==> src/rtl/edge_job_scheduler_pkg.sv <==
// edge_sched_pkg: shared FSM states, status bit positions and default sizing for the edge job scheduler
package edge_sched_pkg;
  typedef enum logic [2:0] {IDLE, LAUNCH, RUN, DRAIN, DONE, ERROR} state_e;
  localparam int ST_TIMEOUT = 0;
  localparam int ST_SHORT = 1;
  localparam int ST_OVF = 2;
  localparam int DEF_ADDR_W = 12;
  localparam int DEF_DATA_W = 64;
  localparam int DEF_LINES = 62;
  localparam int DEF_TIMEOUT = 4096;
  localparam int DEF_FIFO_DEPTH = 2;
endpackage

==> src/rtl/edge_job_scheduler_if.sv <==
// edge_sched_if: host, coprocessor, result RAM and VGA arbitration signals of the edge job scheduler
interface edge_sched_if #(
  parameter int ADDR_W = 12,
  parameter int DATA_W = 64
);
  logic              host_start;
  logic [ADDR_W-1:0] host_addr_in;
  logic [ADDR_W-1:0] host_addr_out;
  logic              host_clear;
  logic              host_ready;
  logic              host_busy;
  logic              host_done;
  logic [2:0]        host_status;
  logic              cop_start;
  logic [ADDR_W-1:0] cop_address_base;
  logic [ADDR_W-1:0] cop_address_out;
  logic              cop_line;
  logic [DATA_W-1:0] cop_pixel;
  logic              cop_done;
  logic              wr_en;
  logic [ADDR_W-1:0] wr_addr;
  logic [DATA_W-1:0] wr_data;
  logic              vga_req;
  logic              vga_grant;
  modport master (
    output host_start, host_addr_in, host_addr_out, host_clear, cop_line, cop_pixel, cop_done, vga_req,
    input  host_ready, host_busy, host_done, host_status, cop_start, cop_address_base, cop_address_out,
           wr_en, wr_addr, wr_data, vga_grant
  );
  modport slave (
    input  host_start, host_addr_in, host_addr_out, host_clear, cop_line, cop_pixel, cop_done, vga_req,
    output host_ready, host_busy, host_done, host_status, cop_start, cop_address_base, cop_address_out,
           wr_en, wr_addr, wr_data, vga_grant
  );
endinterface

==> src/rtl/edge_job_scheduler_fifo.sv <==
// edge_line_fifo: small line holding FIFO; a push into a full FIFO lands only when a pop happens the same cycle
module edge_line_fifo #(
  parameter int DATA_W = 64,
  parameter int DEPTH = 2
) (
  input  logic              clk,
  input  logic              rst_n,
  input  logic              push,
  input  logic              pop,
  input  logic              flush,
  input  logic [DATA_W-1:0] din,
  output logic [DATA_W-1:0] dout,
  output logic              full,
  output logic              empty
);
  localparam int AW = $clog2(DEPTH);
  logic [DATA_W-1:0] mem_q [DEPTH];
  logic [AW:0] wp_q, rp_q;
  logic wr;
  assign full = (wp_q[AW] != rp_q[AW]) && (wp_q[AW-1:0] == rp_q[AW-1:0]);
  assign empty = wp_q == rp_q;
  assign dout = mem_q[rp_q[AW-1:0]];
  assign wr = push && (!full || pop);
  // pointer update; flush discards every held line
  always_ff @(posedge clk or negedge rst_n)
    if (!rst_n) begin
      wp_q <= '0;
      rp_q <= '0;
    end else if (flush) begin
      wp_q <= '0;
      rp_q <= '0;
    end else begin
      if (wr) wp_q <= wp_q + 1'b1;
      if (pop && !empty) rp_q <= rp_q + 1'b1;
    end
  // line storage; the slot being popped may be overwritten in the same cycle
  always_ff @(posedge clk)
    if (wr && !flush) mem_q[wp_q[AW-1:0]] <= din;
endmodule

==> src/rtl/edge_job_scheduler.sv <==
// edge_job_scheduler: queues host jobs, launches the coprocessor and streams its lines into the shared result RAM
module edge_job_scheduler
  import edge_sched_pkg::*;
#(
  parameter int ADDR_W = DEF_ADDR_W,
  parameter int DATA_W = DEF_DATA_W,
  parameter int LINES_PER_FRAME = DEF_LINES,
  parameter int TIMEOUT_CYCLES = DEF_TIMEOUT,
  parameter int FIFO_DEPTH = DEF_FIFO_DEPTH
) (
  input logic        clk_50M,
  input logic        reset,
  edge_sched_if.slave bus
);
  localparam int CW = $clog2(LINES_PER_FRAME + 1);
  localparam int TW = $clog2(TIMEOUT_CYCLES);
  localparam logic [CW-1:0] LPF = CW'(LINES_PER_FRAME);
  localparam logic [TW-1:0] WD_MAX = TW'(TIMEOUT_CYCLES - 1);
  state_e state_q, state_d;
  logic slot_full_q;
  logic [ADDR_W-1:0] slot_src_q, slot_dst_q, base_q, out_q, wr_ptr_q;
  logic [CW-1:0] line_cnt_q;
  logic [TW-1:0] wd_q;
  logic [2:0] status_q, status_set;
  logic line_in, line_full, fifo_push, pop, flush, fifo_full, fifo_empty, launch;
  logic [DATA_W-1:0] fifo_head;
  assign line_in = state_q == RUN && bus.cop_line;
  assign line_full = line_cnt_q == LPF;
  assign fifo_push = line_in && !line_full;
  assign flush = state_q == ERROR && bus.host_clear;
  assign launch = state_d == LAUNCH;
  assign bus.host_ready = !slot_full_q;
  assign bus.host_status = status_q;
  assign bus.cop_address_base = base_q;
  assign bus.cop_address_out = out_q;
  edge_line_fifo #(.DATA_W(DATA_W), .DEPTH(FIFO_DEPTH)) u_fifo (
    .clk(clk_50M), .rst_n(reset), .push(fifo_push), .pop(pop), .flush(flush),
    .din(bus.cop_pixel), .dout(fifo_head), .full(fifo_full), .empty(fifo_empty)
  );
  // state register
  always_ff @(posedge clk_50M or negedge reset)
    if (!reset) state_q <= IDLE;
    else state_q <= state_d;
  // next-state logic; cop_done outranks the watchdog, and a line in the same cycle restarts it
  always_comb begin
    state_d = state_q;
    case (state_q)
      IDLE:    state_d = slot_full_q ? LAUNCH : IDLE;
      LAUNCH:  state_d = RUN;
      RUN:     state_d = bus.cop_done ? DRAIN : (!bus.cop_line && wd_q == WD_MAX) ? ERROR : RUN;
      DRAIN:   state_d = fifo_empty ? DONE : DRAIN;
      DONE:    state_d = slot_full_q ? LAUNCH : IDLE;
      ERROR:   state_d = bus.host_clear ? IDLE : ERROR;
      default: state_d = IDLE;
    endcase
  end
  // FSM outputs
  always_comb begin
    bus.cop_start = state_q == LAUNCH;
    bus.host_done = state_q == DONE;
    bus.host_busy = state_q != IDLE;
  end
  // RAM port arbiter: a full FIFO must drain, otherwise VGA has priority over the writer
  always_comb begin
    pop = fifo_full || (!bus.vga_req && !fifo_empty);
    bus.vga_grant = !fifo_full && bus.vga_req;
    bus.wr_en = pop;
    bus.wr_addr = wr_ptr_q;
    bus.wr_data = pop ? fifo_head : '0;
  end
  // sticky status events raised this cycle
  always_comb begin
    status_set = '0;
    status_set[ST_TIMEOUT] = state_q == RUN && state_d == ERROR;
    status_set[ST_SHORT] = state_q == DRAIN && fifo_empty && !line_full;
    status_set[ST_OVF] = (line_in && line_full) || (fifo_push && fifo_full && !pop);
  end
  // job slot, per-job datapath registers, watchdog and status
  always_ff @(posedge clk_50M or negedge reset)
    if (!reset) begin
      slot_full_q <= 1'b0;
      slot_src_q <= '0;
      slot_dst_q <= '0;
      base_q <= '0;
      out_q <= '0;
      wr_ptr_q <= '0;
      line_cnt_q <= '0;
      wd_q <= '0;
      status_q <= '0;
    end else begin
      if (bus.host_start && !slot_full_q) begin
        slot_full_q <= 1'b1;
        slot_src_q <= bus.host_addr_in;
        slot_dst_q <= bus.host_addr_out;
      end else if (launch) slot_full_q <= 1'b0;
      if (launch) begin
        base_q <= slot_src_q;
        out_q <= slot_dst_q;
        wr_ptr_q <= slot_dst_q;
        line_cnt_q <= '0;
        wd_q <= '0;
      end else begin
        if (pop) wr_ptr_q <= wr_ptr_q + 1'b1;
        if (fifo_push) line_cnt_q <= line_cnt_q + 1'b1;
        if (state_q == RUN) wd_q <= bus.cop_line ? '0 : wd_q + 1'b1;
      end
      status_q <= bus.host_clear ? '0 : status_q | status_set;
    end
endmodule

==> src/flat_wrapper.sv <==
// flat-port wrapper written by rule: the top's interface ports become plain ports
module edge_job_scheduler_flat import edge_sched_pkg::*;
#(
  parameter int ADDR_W = DEF_ADDR_W,
  parameter int DATA_W = DEF_DATA_W,
  parameter int LINES_PER_FRAME = DEF_LINES,
  parameter int TIMEOUT_CYCLES = DEF_TIMEOUT,
  parameter int FIFO_DEPTH = DEF_FIFO_DEPTH
)
  (clk_50M, reset, bus_host_start, bus_host_addr_in, bus_host_addr_out, bus_host_clear, bus_cop_line, bus_cop_pixel, bus_cop_done, bus_vga_req, bus_host_ready, bus_host_busy, bus_host_done, bus_host_status, bus_cop_start, bus_cop_address_base, bus_cop_address_out, bus_wr_en, bus_wr_addr, bus_wr_data, bus_vga_grant);
  edge_sched_if #(.ADDR_W(ADDR_W), .DATA_W(DATA_W)) bus_i ();
  input logic clk_50M;
  input logic reset;
  input wire logic [$bits(bus_i.host_start)-1:0] bus_host_start;
  input wire logic [$bits(bus_i.host_addr_in)-1:0] bus_host_addr_in;
  input wire logic [$bits(bus_i.host_addr_out)-1:0] bus_host_addr_out;
  input wire logic [$bits(bus_i.host_clear)-1:0] bus_host_clear;
  input wire logic [$bits(bus_i.cop_line)-1:0] bus_cop_line;
  input wire logic [$bits(bus_i.cop_pixel)-1:0] bus_cop_pixel;
  input wire logic [$bits(bus_i.cop_done)-1:0] bus_cop_done;
  input wire logic [$bits(bus_i.vga_req)-1:0] bus_vga_req;
  output wire logic [$bits(bus_i.host_ready)-1:0] bus_host_ready;
  output wire logic [$bits(bus_i.host_busy)-1:0] bus_host_busy;
  output wire logic [$bits(bus_i.host_done)-1:0] bus_host_done;
  output wire logic [$bits(bus_i.host_status)-1:0] bus_host_status;
  output wire logic [$bits(bus_i.cop_start)-1:0] bus_cop_start;
  output wire logic [$bits(bus_i.cop_address_base)-1:0] bus_cop_address_base;
  output wire logic [$bits(bus_i.cop_address_out)-1:0] bus_cop_address_out;
  output wire logic [$bits(bus_i.wr_en)-1:0] bus_wr_en;
  output wire logic [$bits(bus_i.wr_addr)-1:0] bus_wr_addr;
  output wire logic [$bits(bus_i.wr_data)-1:0] bus_wr_data;
  output wire logic [$bits(bus_i.vga_grant)-1:0] bus_vga_grant;
  assign bus_i.host_start = bus_host_start;
  assign bus_i.host_addr_in = bus_host_addr_in;
  assign bus_i.host_addr_out = bus_host_addr_out;
  assign bus_i.host_clear = bus_host_clear;
  assign bus_i.cop_line = bus_cop_line;
  assign bus_i.cop_pixel = bus_cop_pixel;
  assign bus_i.cop_done = bus_cop_done;
  assign bus_i.vga_req = bus_vga_req;
  assign bus_host_ready = bus_i.host_ready;
  assign bus_host_busy = bus_i.host_busy;
  assign bus_host_done = bus_i.host_done;
  assign bus_host_status = bus_i.host_status;
  assign bus_cop_start = bus_i.cop_start;
  assign bus_cop_address_base = bus_i.cop_address_base;
  assign bus_cop_address_out = bus_i.cop_address_out;
  assign bus_wr_en = bus_i.wr_en;
  assign bus_wr_addr = bus_i.wr_addr;
  assign bus_wr_data = bus_i.wr_data;
  assign bus_vga_grant = bus_i.vga_grant;
  edge_job_scheduler #(.ADDR_W(ADDR_W), .DATA_W(DATA_W), .LINES_PER_FRAME(LINES_PER_FRAME), .TIMEOUT_CYCLES(TIMEOUT_CYCLES), .FIFO_DEPTH(FIFO_DEPTH)) u_core (.clk_50M(clk_50M), .reset(reset), .bus(bus_i));
endmodule
==> config.mk <==
export PLATFORM = sky130hd
export DESIGN_NAME = edge_job_scheduler_flat
export DESIGN_NICKNAME = d
export VERILOG_FILES = /design/src/rtl/edge_job_scheduler_pkg.sv /design/src/rtl/edge_job_scheduler_if.sv /design/src/rtl/edge_job_scheduler_fifo.sv /design/src/rtl/edge_job_scheduler.sv /design/src/flat_wrapper.sv
export SDC_FILE = /design/constraint.sdc
export NUM_CORES = 1
export LEC_CHECK = 0
export ABC_CLOCK_PERIOD_IN_PS = 3800
export BUFFER_PORTS_ARGS = -buffer_cell sky130_fd_sc_hd__buf_4
export CAP_MARGIN = 20
export CORE_MARGIN = 2
export CORE_UTILIZATION = 54
export DETAILED_ROUTE_END_ITERATION = 8
export PLACE_DENSITY = 0.84
export SETUP_SLACK_MARGIN = 0.5
export SLEW_MARGIN = 20
export SYNTH_ARGS = -nofsm -noshare
export SYNTH_HDL_FRONTEND = slang
export SYNTH_SLANG_ARGS = --single-unit
==> constraint.sdc <==
create_clock -name clk_50M -period 3.8 [get_ports clk_50M]
set_input_delay 0.19 -clock clk_50M [delete_from_list [all_inputs] [get_ports clk_50M]]
set_output_delay 0.19 -clock clk_50M [all_outputs]
set_load 0.02 [all_outputs]
; ---- Word level (Yosys, flattened, before mapping)
; Memory sizes are Yosys's and may differ from the RTL's.
; Index checks and enable logic that the tools add are counted.
[classes]
add_sub_neg = 5
n_eq_ne = 12
n_mux = 23
bitwise = 1
n_reduce_logical = 37
[ops]
columns = cell, n
row1 = 2-to-1 mux 64 bit, 1
row2 = 2-to-1 mux 12 bit, 5
row3 = "adder 12 x 1 -> 12 bit, second input constant", 2
row4 = logical AND 1 bit, 17
row5 = 2-to-1 mux 3 bit, 5
row6 = one-hot mux 3 bit (5 select lines), 1
row7 = "equality test 12 bit, second input constant", 1
row8 = 2-to-1 mux 6 bit, 2
row9 = nonzero test 2 bit, 6
row10 = "equality test 3 bit, second input constant", 3
row11 = zero test 1 bit, 8
row12 = 2-to-1 mux 2 bit, 4
row13 = "adder 6 x 1 -> 6 bit, second input constant", 1
row14 = "equality test 3 x 1 -> 1 bit, second input constant", 2
row15 = "equality test 3 x 2 -> 1 bit, second input constant", 2
row16 = "equality test 6 bit, second input constant", 1
row17 = 2-to-1 mux 1 bit, 5
row18 = "adder 2 x 1 -> 2 bit, second input constant", 2
row19 = zero test 3 bit, 1
row20 = logical OR 1 bit, 3
row21 = bitwise OR 3 bit, 1
row22 = nonzero test 3 bit, 1
row23 = equality test 2 bit, 1
row24 = OR reduction 2 bit, 1
row25 = 2 further kinds, 2
[word_totals]
ff_bits = 89
mem_bits_rw = 128
input_bits = 95
output_inout_bits = 109
wordCells = 91
mem_count = 1
[memory_table]
columns = name, words, word_bits, read_ports, rd_clocked_by_memory_dff, write_ports, line
row1 = u_core.u_fifo.mem_q, 2, 64, 1, 0, 1, edge_job_scheduler_fifo.sv:17  ; logic [DATA_W-1:0] mem_q [DEPTH];

; ---- Depth between registers and ports, before layout
; Gate-level depths: netlist of the first run.
[logic_depth]
ltp_word = 9
mapped_depth = 8
depth_no_buf = 7

; ---- By module
; Synthesis of the first run repeated with hierarchy kept, for this count alone.
[unflattened]
hier_cells = 667
area_unflattened_um2 = 9171.3
[by_module_without_submodules]
columns = module, instances, cells_per_inst, area_each_um2, seq_area_each_um2
row1 = edge_line_fifo, 1, 234, 4912.2, 3943.8
row2 = edge_job_scheduler, 1, 433, 4259.1, 2127.0

; ---- Worst setup path after synthesis of the first run
; No wires, ideal clock.
[synth_path]
path_kind = reg2reg
start = register u_core.state_q[2]
end = memory u_core.u_fifo.mem_q[0][0] (enable)
setup_ns = 0.424
t_arrival_ns = 2.623
slack_ns = 0.753
path_stages_with_launch = 6
n_path_buf = 2
period_less_slack_ns = 3.047
cell_sequence = dfrtp_1 -> clkbuf_1 -> nor3b_2 -> o211a_1 -> buf_2 -> and2b_1
[synth_between]
elab_chain_cells = 7
word_cells_on_any_way = 10
cone_classes = 2 x eq/ne / 2 x mux / 6 x reduce/logical
[synth_rtl]
columns = item, line
row1 = start: declaration, edge_job_scheduler.sv:19  ; state_e state_q, state_d;
row2 = start signal: assignment, edge_job_scheduler.sv:43  ; else state_q <= state_d;
row3 = equality test 3 x 2 -> 1 bit, edge_job_scheduler.sv:27  ; assign line_in = state_q == RUN && bus.cop_line;
row4 = logical AND 1 bit, edge_job_scheduler.sv:27
row5 = logical AND 1 bit, edge_job_scheduler.sv:29  ; assign fifo_push = line_in && !line_full;
row6 = logical AND 1 bit, edge_job_scheduler_fifo.sv:23  ; assign wr = push && (!full || pop);
row7 = logical AND 1 bit (*), edge_job_scheduler_fifo.sv:38  ; if (wr && !flush) mem_q[wp_q[AW-1:0]] <= din;
row8 = 2-to-1 mux 1 bit (*), edge_job_scheduler_fifo.sv:38
row9 = 2-to-1 mux 1 bit (implied by the code) (*), edge_job_scheduler_fifo.sv:38
row10 = end: declaration, edge_job_scheduler_fifo.sv:17
; Every way passes the cells marked *; elsewhere a longest branch is shown, timed or not.

; ---- Worst setup path after layout of the first run
[layout_path]
start = register u_core.u_fifo.rp_q[0]
end = output port bus_wr_en
[layout_between]
elab_chain_cells = 4
word_cells_on_any_way = 6
cone_classes = 2 x eq/ne / 4 x reduce/logical
[layout_rtl]
columns = item, line
row1 = start: declaration, edge_job_scheduler_fifo.sv:18  ; logic [AW:0] wp_q, rp_q;
row2 = start signal: assignment, edge_job_scheduler_fifo.sv:34  ; if (pop && !empty) rp_q <= rp_q + 1'b1;
row3 = equality test 2 bit, edge_job_scheduler_fifo.sv:21  ; assign empty = wp_q == rp_q;
row4 = zero test 1 bit, edge_job_scheduler.sv:65  ; pop = fifo_full || (!bus.vga_req && !fifo_empty);
row5 = logical AND 1 bit, edge_job_scheduler.sv:65
row6 = logical OR 1 bit (*), edge_job_scheduler.sv:65
row7 = end: declaration, flat_wrapper.sv:29  ; output wire logic [$bits(bus_i.wr_en)-1:0] bus_wr_en;
; Marked as above.

==> results of run 1 <==
-- cells by family (layout without fill, tap and decap cells) --
kind of cell | count (synthesis) | after routing | synth area share
and+or+nand+nor | 230 | 230 | 0.115
DFF | 217 | 217 | 0.696
muxes | 90 | 90 | 0.107
AOI/OAI and AO/OA | 50 | 50 | 0.0327
buffers and inverters | 38 | 349 | 0.0191
xor gates and xnor gates | 23 | 23 | 0.0240
adders and majority gates | 4 | 4 | 0.00574
-- path summary, 6_finish.rpt --
| check | startpoint | end | slack (ns) |
|---|---|---|---|
| max reg2reg | u_core.u_fifo.rp_q[0] | u_core.bus.wr_addr[8] | 1.08 |
| max in group asynchronous | reset | u_core.slot_src_q[0] | 2.63 |
| max | u_core.u_fifo.rp_q[0] | bus_wr_en | 0.72 |
| min reg2reg | u_core.slot_src_q[8] | u_core.bus.cop_address_base[8] | 0.46 |
| min | bus_cop_line | u_core.wd_q[5] | 0.12 |
| min in group asynchronous | reset | u_core.wd_q[2] | 0.32 |
-- power groups by stage --
stage	Clock, mW	Combinational, mW	Sequential, mW
final	2.17	4.49	3.62
after detailed placement	0	4.34	3.64
after floorplan	0	2.60	3.71
after global placement	0	4.30	3.61
after CTS	2.19	4.46	3.60
after global routing	2.30	4.81	3.68
-- layer usage --
layer / track usage / routed length, um / vias up
met1: 0.307 / 8520 / 3087
met2: 0.427 / 10700 / 275
met5: 0 / 0 / -
met3: 0.0540 / 1780 / 34
met4: 0.0682 / 425 / 0
li1: - / - / 2892
-- layout by cell type (no fill, tap or decap), drive strengths merged, types with 2 or more instances in the layout --
cell / synthesis / final
xor2: 11 / 11
dfrtp: 89 / 89
nor2b: 3 / 3
nor2: 93 / 93
clkinv: 1 / 10
ha: 4 / 4
edfxtp: 128 / 128
buf: 18 / 210
nand4: 9 / 9
xnor2: 12 / 12
nand3: 10 / 10
o31ai: 3 / 3
mux2i: 65 / 65
a31oi: 5 / 5
dlygate4sd3: 0 / 92
nor4: 2 / 2
nor3: 8 / 8
and3: 3 / 3
nand2: 91 / 91
o21ai: 29 / 29
a21oi: 6 / 6
nand3b: 2 / 2
nand2b: 3 / 3
inv: 6 / 8
bufinv: 0 / 2
mux2: 25 / 25
and2: 3 / 3
clkbuf: 13 / 27
-- registers in the layout, summed over array words and instances (netlist names) --
| name | count |
|---|---|
| u_core.bus.host_status | 3 |
| u_core.wd_q | 12 |
| u_core.slot_src_q | 12 |
| u_core.slot_full_q | 1 |
| u_core.line_cnt_q | 6 |
| u_core.bus.wr_addr | 12 |
| u_core.u_fifo.wp_q | 2 |
| u_core.state_q | 3 |
| u_core.bus.cop_address_base | 12 |
| u_core.u_fifo.mem_q | 128 |
| u_core.slot_dst_q | 12 |
| u_core.bus.cop_address_out | 12 |
| u_core.u_fifo.rp_q | 2 |
-- stage by stage --
| step | utilization | power, mW | cell area (um2) | std cells |
|---|---|---|---|---|
| finish | 0.764 | 10.3 | 12100 | 1179 |
| global route | 0.764 | 10.8 | 12100 | 1179 |
| CTS | 0.764 | 10.2 | 12100 | 1179 |
| detailed placement | 0.660 | 7.99 | 10500 | 1047 |
| global placement | 0.660 | 7.90 | 10500 | 1047 |
| floorplan | - | 6.31 | 8720 | 652 |
-- Yosys cell counts (all sizes together) (4+ instances only) --
master	count	share of area
inv	6	0.0026
nor3	8	0.0046
a21oi	6	0.0034
dfrtp	89	0.26
mux2	25	0.033
buf	18	0.010
mux2i	65	0.075
o21ai	29	0.017
clkbuf	13	0.0056
ha	4	0.0057
nand3	10	0.0057
nor2	93	0.040
xnor2	12	0.013
nand2	91	0.039
edfxtp	128	0.44
xor2	11	0.011
nand4	9	0.0072
a31oi	5	0.0036
-- area by class of cell --
class	count	area, um2
Sequential cell	217	6070
Fill cell	916	3730
Timing Repair Buffer	302	2510
Multi-Input combinational cell	397	2490
Clock buffer	27	591
Tap cell	216	270
Clock inverter	13	130
Inverter	7	27.5
-- critical path: cells and delay by family, from the launching register on --
family / cells / cell delay [ns]
DFF: 1 / 0.67
muxes: 1 / 0.72
xor gates and xnor gates: 1 / 0.29
buffers and inverters: 2 / 0.69
==> metrics, run 1 <==
result of the run complete, no violations; slowest CP cell mux2_4; DIE HEIGHT 131 um; syn_nets 751; WL/cell 18.2 um; post-DR vias/cell between 5 and 6; Worst setup EP type output port; ys async rst share 0.410; worst min path class primary input to flip-flop; # diodes 0; Crit Path Max Fanout 69; P&R area growth vs syn 38.7%; worst path cell trace xnor2_2, mux2_4, clkinv_2, buf_4; postcts setup bufs 0; crit path DAT a little under 3 ns; CTS Root Cell clkbuf_16; first-pass GRT wire length 32.2 mm; Tmin final 3.08 ns; vias in the first global route about 6300; Final Worst Setup Slack roughly 0.72 ns; Synth Instances 652; antenna-violating nets left 0; routability cong. 0.813; I/O Pins 204; IO Port Bufs slightly above 200; post-DP HPWL 12.0 mm; drt pass-1 iters 5; Clock power frac 0.211; switching power 4.05 mW; CP Data Required Time 3.61 ns; total CTS buffers 23; setup violators final 0; Layout Nets between 1000 and 1500; setup TNS 0 ns; FMAX between 300 and 400 MHz; crit path kind flip-flop to output port; Slew Limit Fails 0; Die ar. 17200 um2; yosys warns 0; Overflow after GRT 0; Synth cell types 42; layout cells sized above 1 0.290; flops & latches, synth 217; drc violations 0; fin crit share 0.810; pre-CTS setup slack 1.06 ns; Top FF cell, synth edfxtp_1; post-synthesis sequential area ratio 0.696; clock sink count 217; clk_lat worst skew 0.51 ns; Total GRT Usage 0.243; DR vias around 6300; P_leak approximately 5.3 nW; hold-critical path depth 4; Logic pwr share 0.437; CTS H-tree lvls 1; Slew @ Worst Pin ~1.1 ns; Die W 131 um; Clock transition at path regs 0.06 ns; Max IR drop VDD approximately 0.00069 V; r2r worst-path depth 6; Flop pwr share 0.352; EDFF count, synth 128; Setup Skew 0.00999 ns; largest net degree at the start of global routing 70; area of the core 15800 um2; cts repair resizes 0; CTS tree built; final wirelength 21.4 mm; Initial DRC Count 411; Slew HR 0.290; reported max-cap violation count 0; unrepaired setup endpoints after global routing false; Max clock buf depth 3; Cell Pwr Density 849 nW/um2; post-synthesis cell area 8720 um2; Sw Ratio 0.394; Hold Buf Count CTS 92; crit start category flip-flop; WHS 0.122 ns; CP peak stage delay between 0.7 and 0.8 ns; Hold Vio Cnt, Final 0; Initial Utilization 0.551; Post-Syn Area per Cell 13.4 um2; FP Rows 46; antenna violations before repair 0; internal power between 6 and 7 mW
Note: power is estimated with default switching activity, not from simulation.
==> run 2, diff against run 1 <==
--- a/config.mk
+++ b/config.mk
@@ -5,7 +5,7 @@
 export SDC_FILE = /design/constraint.sdc
 export NUM_CORES = 1
 export LEC_CHECK = 0
-export ABC_CLOCK_PERIOD_IN_PS = 3800
+export ABC_CLOCK_PERIOD_IN_PS = 2900
 export BUFFER_PORTS_ARGS = -buffer_cell sky130_fd_sc_hd__buf_4
 export CAP_MARGIN = 20
 export CORE_MARGIN = 2
==> constraint.sdc (replaced) <==
create_clock -name clk_50M -period 2.9 [get_ports clk_50M]
set_input_delay 0.145 -clock clk_50M [delete_from_list [all_inputs] [get_ports clk_50M]]
set_output_delay 0.145 -clock clk_50M [all_outputs]
set_load 0.02 [all_outputs]
==> run 2 against run 1 <==
- register-to-register slack got worse by 0.47 ns
- sequential power up 29%
- sequential share of layout area fell by 1.2 points
- global-route usage up 1.7 points
- critical path depth up 1
- clock skew increased by 0.0091 ns
- critical path type unchanged
- power increased by 38%
- wire length up 7.8%
==> metrics, run 2 (synthesized netlist as in run 1, its figures left out) <==
result of the run complete, no violations (unchanged); Worst setup EP type output port (unchanged); most common cell after layout, fill and taps aside buf_4 (unchanged); WL/cell 19.4 um (was 18.2 um); Slew HR 0.439 (was 0.290); Layout Nets 1059 (was 1047); FILL cells 864 (was 916); setup violators final 0 (unchanged); Overflow after GRT 0 (unchanged); most used cell, CP buf_4; FMAX 427 MHz; CTS H-tree lvls 1 (unchanged); total power 14.2 mW (was 10.3 mW); crit path kind flip-flop to output port (unchanged); worst min path class primary input to flip-flop (unchanged); Crit path buffers/inverters 2 (unchanged); crit start category flip-flop (unchanged); Max IR drop VDD 0.00111 V (was 0.000686 V); # diodes 0 (unchanged); DIE HEIGHT 131 um (unchanged); IO Port Bufs 203 (unchanged); antenna-violating nets left 0 (unchanged); setup TNS 0 ns (unchanged); DR vias 6414 (was 6288); largest net degree at the start of global routing 67 (was 70); Tmin final 2.34 ns; post-DP HPWL 12.6 mm (was 12.0 mm); Slew @ Worst Pin 0.841 ns (was 1.06 ns); drc violations 0 (unchanged); layout cells sized above 1 0.307 (was 0.290); clk_lat worst skew 0.51 ns (about the same); worst path cell trace xnor2_4, buf_4, mux2_8, nor2_1, buf_4 (was xnor2_2, mux2_4, clkinv_2, buf_4); CP peak stage delay 0.52 ns (was 0.72 ns); total CTS buffers 23 (unchanged); drt pass-1 iters 4 (was 5); FP Rows 46 (unchanged); Clock transition at path regs 0.06 ns (about the same); CP Data Required Time 2.76 ns (was 3.61 ns); P&R area growth vs syn 42.0% (was 38.7%); antenna violations before repair 0 (unchanged); Cell Pwr Density 1150 nW/um2 (was 849 nW/um2); final wirelength 23.1 mm (was 21.4 mm); first-pass GRT wire length 34.3 mm (was 32.2 mm); area of the core 15800 um2 (unchanged); CP top delay family flip-flops (was multiplexers); reported max-cap violation count 0 (unchanged); vias in the first global route 6551 (was 6345); routability cong. 0.817 (was 0.813); slowest CP cell dfrtp_4 (was mux2_4); CTS tree built (unchanged); P_leak 5.36 nW (was 5.26 nW); Die W 131 um (unchanged); commonest cells after routing, fill and taps aside buf_4 (212), edfxtp_1 (128), nor2_1 (92), dlygate4sd3_1 (92), nand2_1 (90) (was buf_4 (209), edfxtp_1 (128), nor2_1 (93)); Total GRT Usage 0.261 (was 0.243); Initial Utilization 0.551 (unchanged); I/O Pins 204 (unchanged); max reg flops 128 (unchanged); Initial DRC Count 476 (was 411); Hold Vio Cnt, Final 0 (unchanged); Setup Skew 0.0191 ns (was 0.00999 ns); CTS Root Cell clkbuf_16 (unchanged); unrepaired setup endpoints after global routing false (unchanged); placed cell count 1051 (was 1047); Die ar. 17200 um2 (unchanged); Max clock buf depth 3 (unchanged); post-DR vias/cell 5.38 (was 5.33); Crit Path Max Fanout 17 (was 69); multi-input logic area 2590 um2 (was 2490 um2); crit path DAT 2.20 ns (was 2.89 ns); Slew Limit Fails 0 (unchanged); Finished Layout Cells 1193 (was 1179); clock sink count 217 (unchanged); fin crit share 0.808; Reg area 6080 um2 (was 6070 um2)
## run 2: changes by cell type in the layout (fill, tap and decap cells not counted), sizes merged
cell      previous run  this run
buf                210       218
bufinv               2         3
clkbuf              27        30
clkinv              10         4
clkinvlp             0         6
inv                  8         7
mux2                25        28
## run 2: final timing paths
path                                             endpoint             startpoint  slack [ns]  cells after the start
max in group asynchronous   u_core.bus.cop_address_out[9]                  reset        1.89                      3
min in group asynchronous               u_core.state_q[2]                  reset        0.30                      2
hold / removal                             u_core.wd_q[5]           bus_cop_line        0.09                      4
setup / recovery                          bus_wr_data[18]  u_core.u_fifo.rp_q[0]        0.56                      5
setup reg to reg               u_core.u_fifo.mem_q[1][27]      u_core.state_q[0]        0.61                      5
hold reg to reg            u_core.bus.cop_address_base[7]   u_core.slot_src_q[7]        0.46                      2
## run 2: routing by layer
metal | vias up | global-route usage | wire [um]
met5 | - | 0 | 0
met4 | 0 | 0.0713 | 486
met3 | 43 | 0.0584 | 1910
met1 | 3127 | 0.345 | 9540
li1 | 2921 | - | -
met2 | 323 | 0.440 | 11200
## run 2: through the flow
stage	setup WS, ns	utilization	cell area (um2)	hold slack [ns]
floorplan	0.508	-	8740	-0.151
detailed placement	0.441	0.665	10500	0.293
global route	0.499	0.782	12400	0.112
global placement	0.477	0.665	10500	0.293
finish	0.556	0.782	12400	0.0943
CTS	0.504	0.777	12300	0.0813
## run 2: timing repair
| action | CTS | global route |
|---|---|---|
| pin swaps | 0 | 1 |
| hold endpoints to repair | 222 | 0 |
| setup buffers | 0 | 4 |
| endpoints found under the setup margin | 116 | 134 |
| resized for setup | 5 | 5 |
| gates cloned | 3 | 1 |
| hold buffers | 92 | 0 |
## run 2: cell type report
cell class / instances / share of cell area
clock buffers: 30 / 0.0502
clock inverters: 12 / 0.0125
repair inverters: 1 / 0.000404
well taps: 216 / 0.0218
inverters: 7 / 0.00253
multi-input cells: 400 / 0.209
flip-flops and latches: 217 / 0.491
repair buffers: 310 / 0.213
## run 2: power breakdown
part	leakage, nW	total, mW	switching [mW]	internal [mW]
Sequential	2.27	4.68	0.517	4.16
Combinational	2.71	6.49	3.87	2.63
Clock	0.368	3.02	1.22	1.79
Total	5.36	14.2	5.61	8.58
## run 2: worst min-delay path, delay by kind of cell
| family | cells | cell delay (ns) |
|---|---|---|
| simple gates | 2 | 0.22 |
| compound gates | 1 | 0.06 |
| buf+inv | 1 | 0.12 |
==> run 3, diff against run 2 <==
--- a/config.mk
+++ b/config.mk
@@ -5,13 +5,13 @@
 export SDC_FILE = /design/constraint.sdc
 export NUM_CORES = 1
 export LEC_CHECK = 0
-export ABC_CLOCK_PERIOD_IN_PS = 2900
+export ABC_CLOCK_PERIOD_IN_PS = 2000
 export BUFFER_PORTS_ARGS = -buffer_cell sky130_fd_sc_hd__buf_4
 export CAP_MARGIN = 20
 export CORE_MARGIN = 2
-export CORE_UTILIZATION = 54
+export CORE_UTILIZATION = 48
 export DETAILED_ROUTE_END_ITERATION = 8
-export PLACE_DENSITY = 0.84
+export PLACE_DENSITY = 0.79
 export SETUP_SLACK_MARGIN = 0.5
 export SLEW_MARGIN = 20
 export SYNTH_ARGS = -nofsm -noshare
==> constraint.sdc (replaced) <==
create_clock -name clk_50M -period 2 [get_ports clk_50M]
set_input_delay 0.1 -clock clk_50M [delete_from_list [all_inputs] [get_ports clk_50M]]
set_output_delay 0.1 -clock clk_50M [all_outputs]
set_load 0.02 [all_outputs]
==> run 3 against run 2 <==
- the run now ends with negative setup slack left
- global-route usage fell by 1.1 points
- die area increased by 12%
- clock skew shrank 0.0057 ns
- via count is 8.1% higher
- clock-buffer cell count grew 3
- wire length is 22% higher
- critical endpoint is now bus_wr_data[14]
- largest cell class unchanged
==> metrics, run 3 (synthesized netlist as in run 1, its figures left out) <==
IO Port Bufs 203 (unchanged); CP Data Required Time 1.90 ns (was 2.76 ns); most common cell after layout, fill and taps aside buf_4 (unchanged); Tmin final 2.24 ns; crit start category flip-flop (unchanged); largest net degree at the start of global routing 42 (was 67); Initial Utilization 0.487 (was 0.551); Initial DRC Count 451 (was 476); Worst setup EP type output port (unchanged); DR vias 6931 (was 6414); area of the core 17900 um2 (was 15800 um2); Overflow after GRT 0 (unchanged); Cell Pwr Density 1730 nW/um2 (was 1150 nW/um2); I/O Pins 204 (unchanged); total CTS buffers 22 (was 23); flop2flop setup slack -0.04 ns (was 0.61 ns); Die W 139 um (was 131 um); clk_lat worst skew 0.50 ns (was 0.51 ns); FF-to-FF Start u_core.u_fifo.rp_q[0] (was u_core.state_q[0]); Hold Vio Cnt, Final 0 (unchanged); violated checks negative setup slack; r2r worst-path depth 7 (was 5); CTS Root Cell clkbuf_16 (unchanged); drt pass-1 iters 5 (was 4); CTS H-tree lvls 1 (unchanged); post-DP HPWL 12.7 mm (was 12.6 mm); Die ar. 19300 um2 (was 17200 um2); routability cong. 0.789 (was 0.817); result of the run finished with violations (was complete, no violations); fin crit share 1.12; Slew @ Worst Pin 0.545 ns (was 0.841 ns); clock sink count 217 (unchanged); reported max-cap violation count 0 (unchanged); Max IR drop VDD 0.00189 V (was 0.00111 V); antenna-violating nets left 0 (unchanged); Crit Path Max Fanout 16 (was 17); # diodes 0 (unchanged); reg-to-reg critical path endpoint u_core.bus.wr_addr[8] (was u_core.u_fifo.mem_q[1][27]); Layout Nets 1141 (was 1059); pre-CTS setup slack 0.148 ns (was 0.441 ns); grt met1 use 0.315 (was 0.345); layout cells sized above 1 0.502 (was 0.307); post-DR vias/cell 5.39 (was 5.38); Clock transition at path regs 0.06 ns (about the same); crit path kind flip-flop to output port (unchanged); Slew HR 0.637 (was 0.439); FMAX 447 MHz; P&R area growth vs syn 70.0% (was 42.0%); Setup Skew 0.0134 ns (was 0.0191 ns); GR Layer Usage met2 0.453 (was 0.440); crit path DAT 2.14 ns (was 2.20 ns); Max clock buf depth 3 (unchanged); Final Worst Setup Slack -0.238 ns (was 0.556 ns); Most Used Layer, Global Route met2 (unchanged); total power 25.6 mW (was 14.2 mW); CTS tree built (unchanged); Total GRT Usage 0.250 (was 0.261); antenna violations before repair 0 (unchanged); WL/cell 21.9 um (was 19.4 um); setup violators final 67 (was 0); drc violations 0 (unchanged); worst min path class primary input to async pin (was primary input to flip-flop); P_leak 6.25 nW (was 5.36 nW); vias in the first global route 7018 (was 6551); final wirelength 28.2 mm (was 23.1 mm); max reg flops 128 (unchanged); first-pass GRT wire length 38.2 mm (was 34.3 mm); unrepaired setup endpoints after global routing true (was false); met3 Usage GRT 0.0504 (was 0.0584); commonest cells after routing, fill and taps aside buf_4 (194), edfxtp_1 (128), dlygate4sd3_1 (92) (was buf_4 (212), edfxtp_1 (128), nor2_1 (92), dlygate4sd3_1 (92), nand2_1 (90)); FP Rows 49 (was 46); DIE HEIGHT 139 um (was 131 um); Slew Limit Fails 0 (unchanged)
run 3: cell count changes in the layout (fill, tap and decap cells not counted), moves of 7 or more:
cell	delta
nand2_2	+23
buf_12	+11
o21ai_1	+14
nand2_4	+11
o21ai_2	+7
nor2_4	+68
buf_6	+60
buf_16	+18
nor2_1	-70
o21ai_0	-21
nand2_1	-35
clkbuf_16	+10
nor3_1	-7
buf_4	-18
run 3: how the worst max path moves through the flow:
stage	to	from	slack [ns]	depth (start not counted)
final	bus_wr_data[14]	u_core.u_fifo.rp_q[0]	-0.24	5
after global routing	bus_wr_data[14]	u_core.u_fifo.rp_q[0]	-0.30	5
after CTS	bus_wr_en	u_core.u_fifo.rp_q[0]	-0.22	5
after detailed placement	u_core.bus.wr_addr[4]	u_core.u_fifo.rp_q[0]	0.15	6
after global placement	u_core.u_fifo.mem_q[0][45]	u_core.line_cnt_q[0]	0.17	6
after floorplan	u_core.u_fifo.mem_q[1][0]	u_core.line_cnt_q[0]	-0.39	7
run 3: cell type report:
| type | instances | area [um2] |
|---|---|---|
| fill | 884 | 3080 |
| inverter | 7 | 42.5 |
| tap | 229 | 287 |
| clock inverter | 7 | 63.8 |
| sequential | 217 | 6080 |
| clock buffer | 33 | 661 |
| multi-input combinational | 397 | 3460 |
| timing repair buffer | 397 | 4230 |
run 3: report_power, final:
part	internal, mW	switching [mW]	total (mW)	leakage (nW)
Clock	2.42	1.71	4.13	0.364
Sequential	6.04	0.850	6.89	2.27
Combinational	6.82	7.79	14.6	3.61
Total	15.3	10.4	25.6	6.25
run 3: metal layers:
metal	part of all wire	vias up
met1	0.37	3504
met3	0.065	52
met4	0.019	0
met5	0	-
met2	0.54	304
li1	-	3071
run 3: through the flow:
| stage | util | TNS [ns] | hold WS [ns] | std cells | area, um2 |
|---|---|---|---|---|---|
| 6_report | 0.828 | -12.74 | 0.131 | 1287 | 14800 |
| 5_1_grt | 0.828 | -17.97 | 0.173 | 1287 | 14800 |
| 4_1_cts | 0.789 | -12.31 | 0.136 | 1265 | 14100 |
| 3_5_place_dp | 0.631 | 0 | 0.109 | 1079 | 11300 |
| 3_3_place_gp | 0.631 | 0 | 0.109 | 1079 | 11300 |
| 2_1_floorplan | - | -28.49 | -0.196 | 652 | 9440 |
run 3: critical path, cell delays in order (launching register included):
cell and delay [ns]:
dfrtp_4 0.51, xnor2_4 0.18, mux2_8 0.47, buf_12 0.21, nor2_4 0.10, buf_4 0.15
run 3: timing repair:
action | CTS | global route
endpoints found under the setup margin | 232 | 260
hold endpoints to repair | 201 | 0
buffers inserted | 38 | 10
resized for setup | 116 | 103
cloned | 16 | 12
hold buffers | 92 | 0
pin swaps | 14 | 45
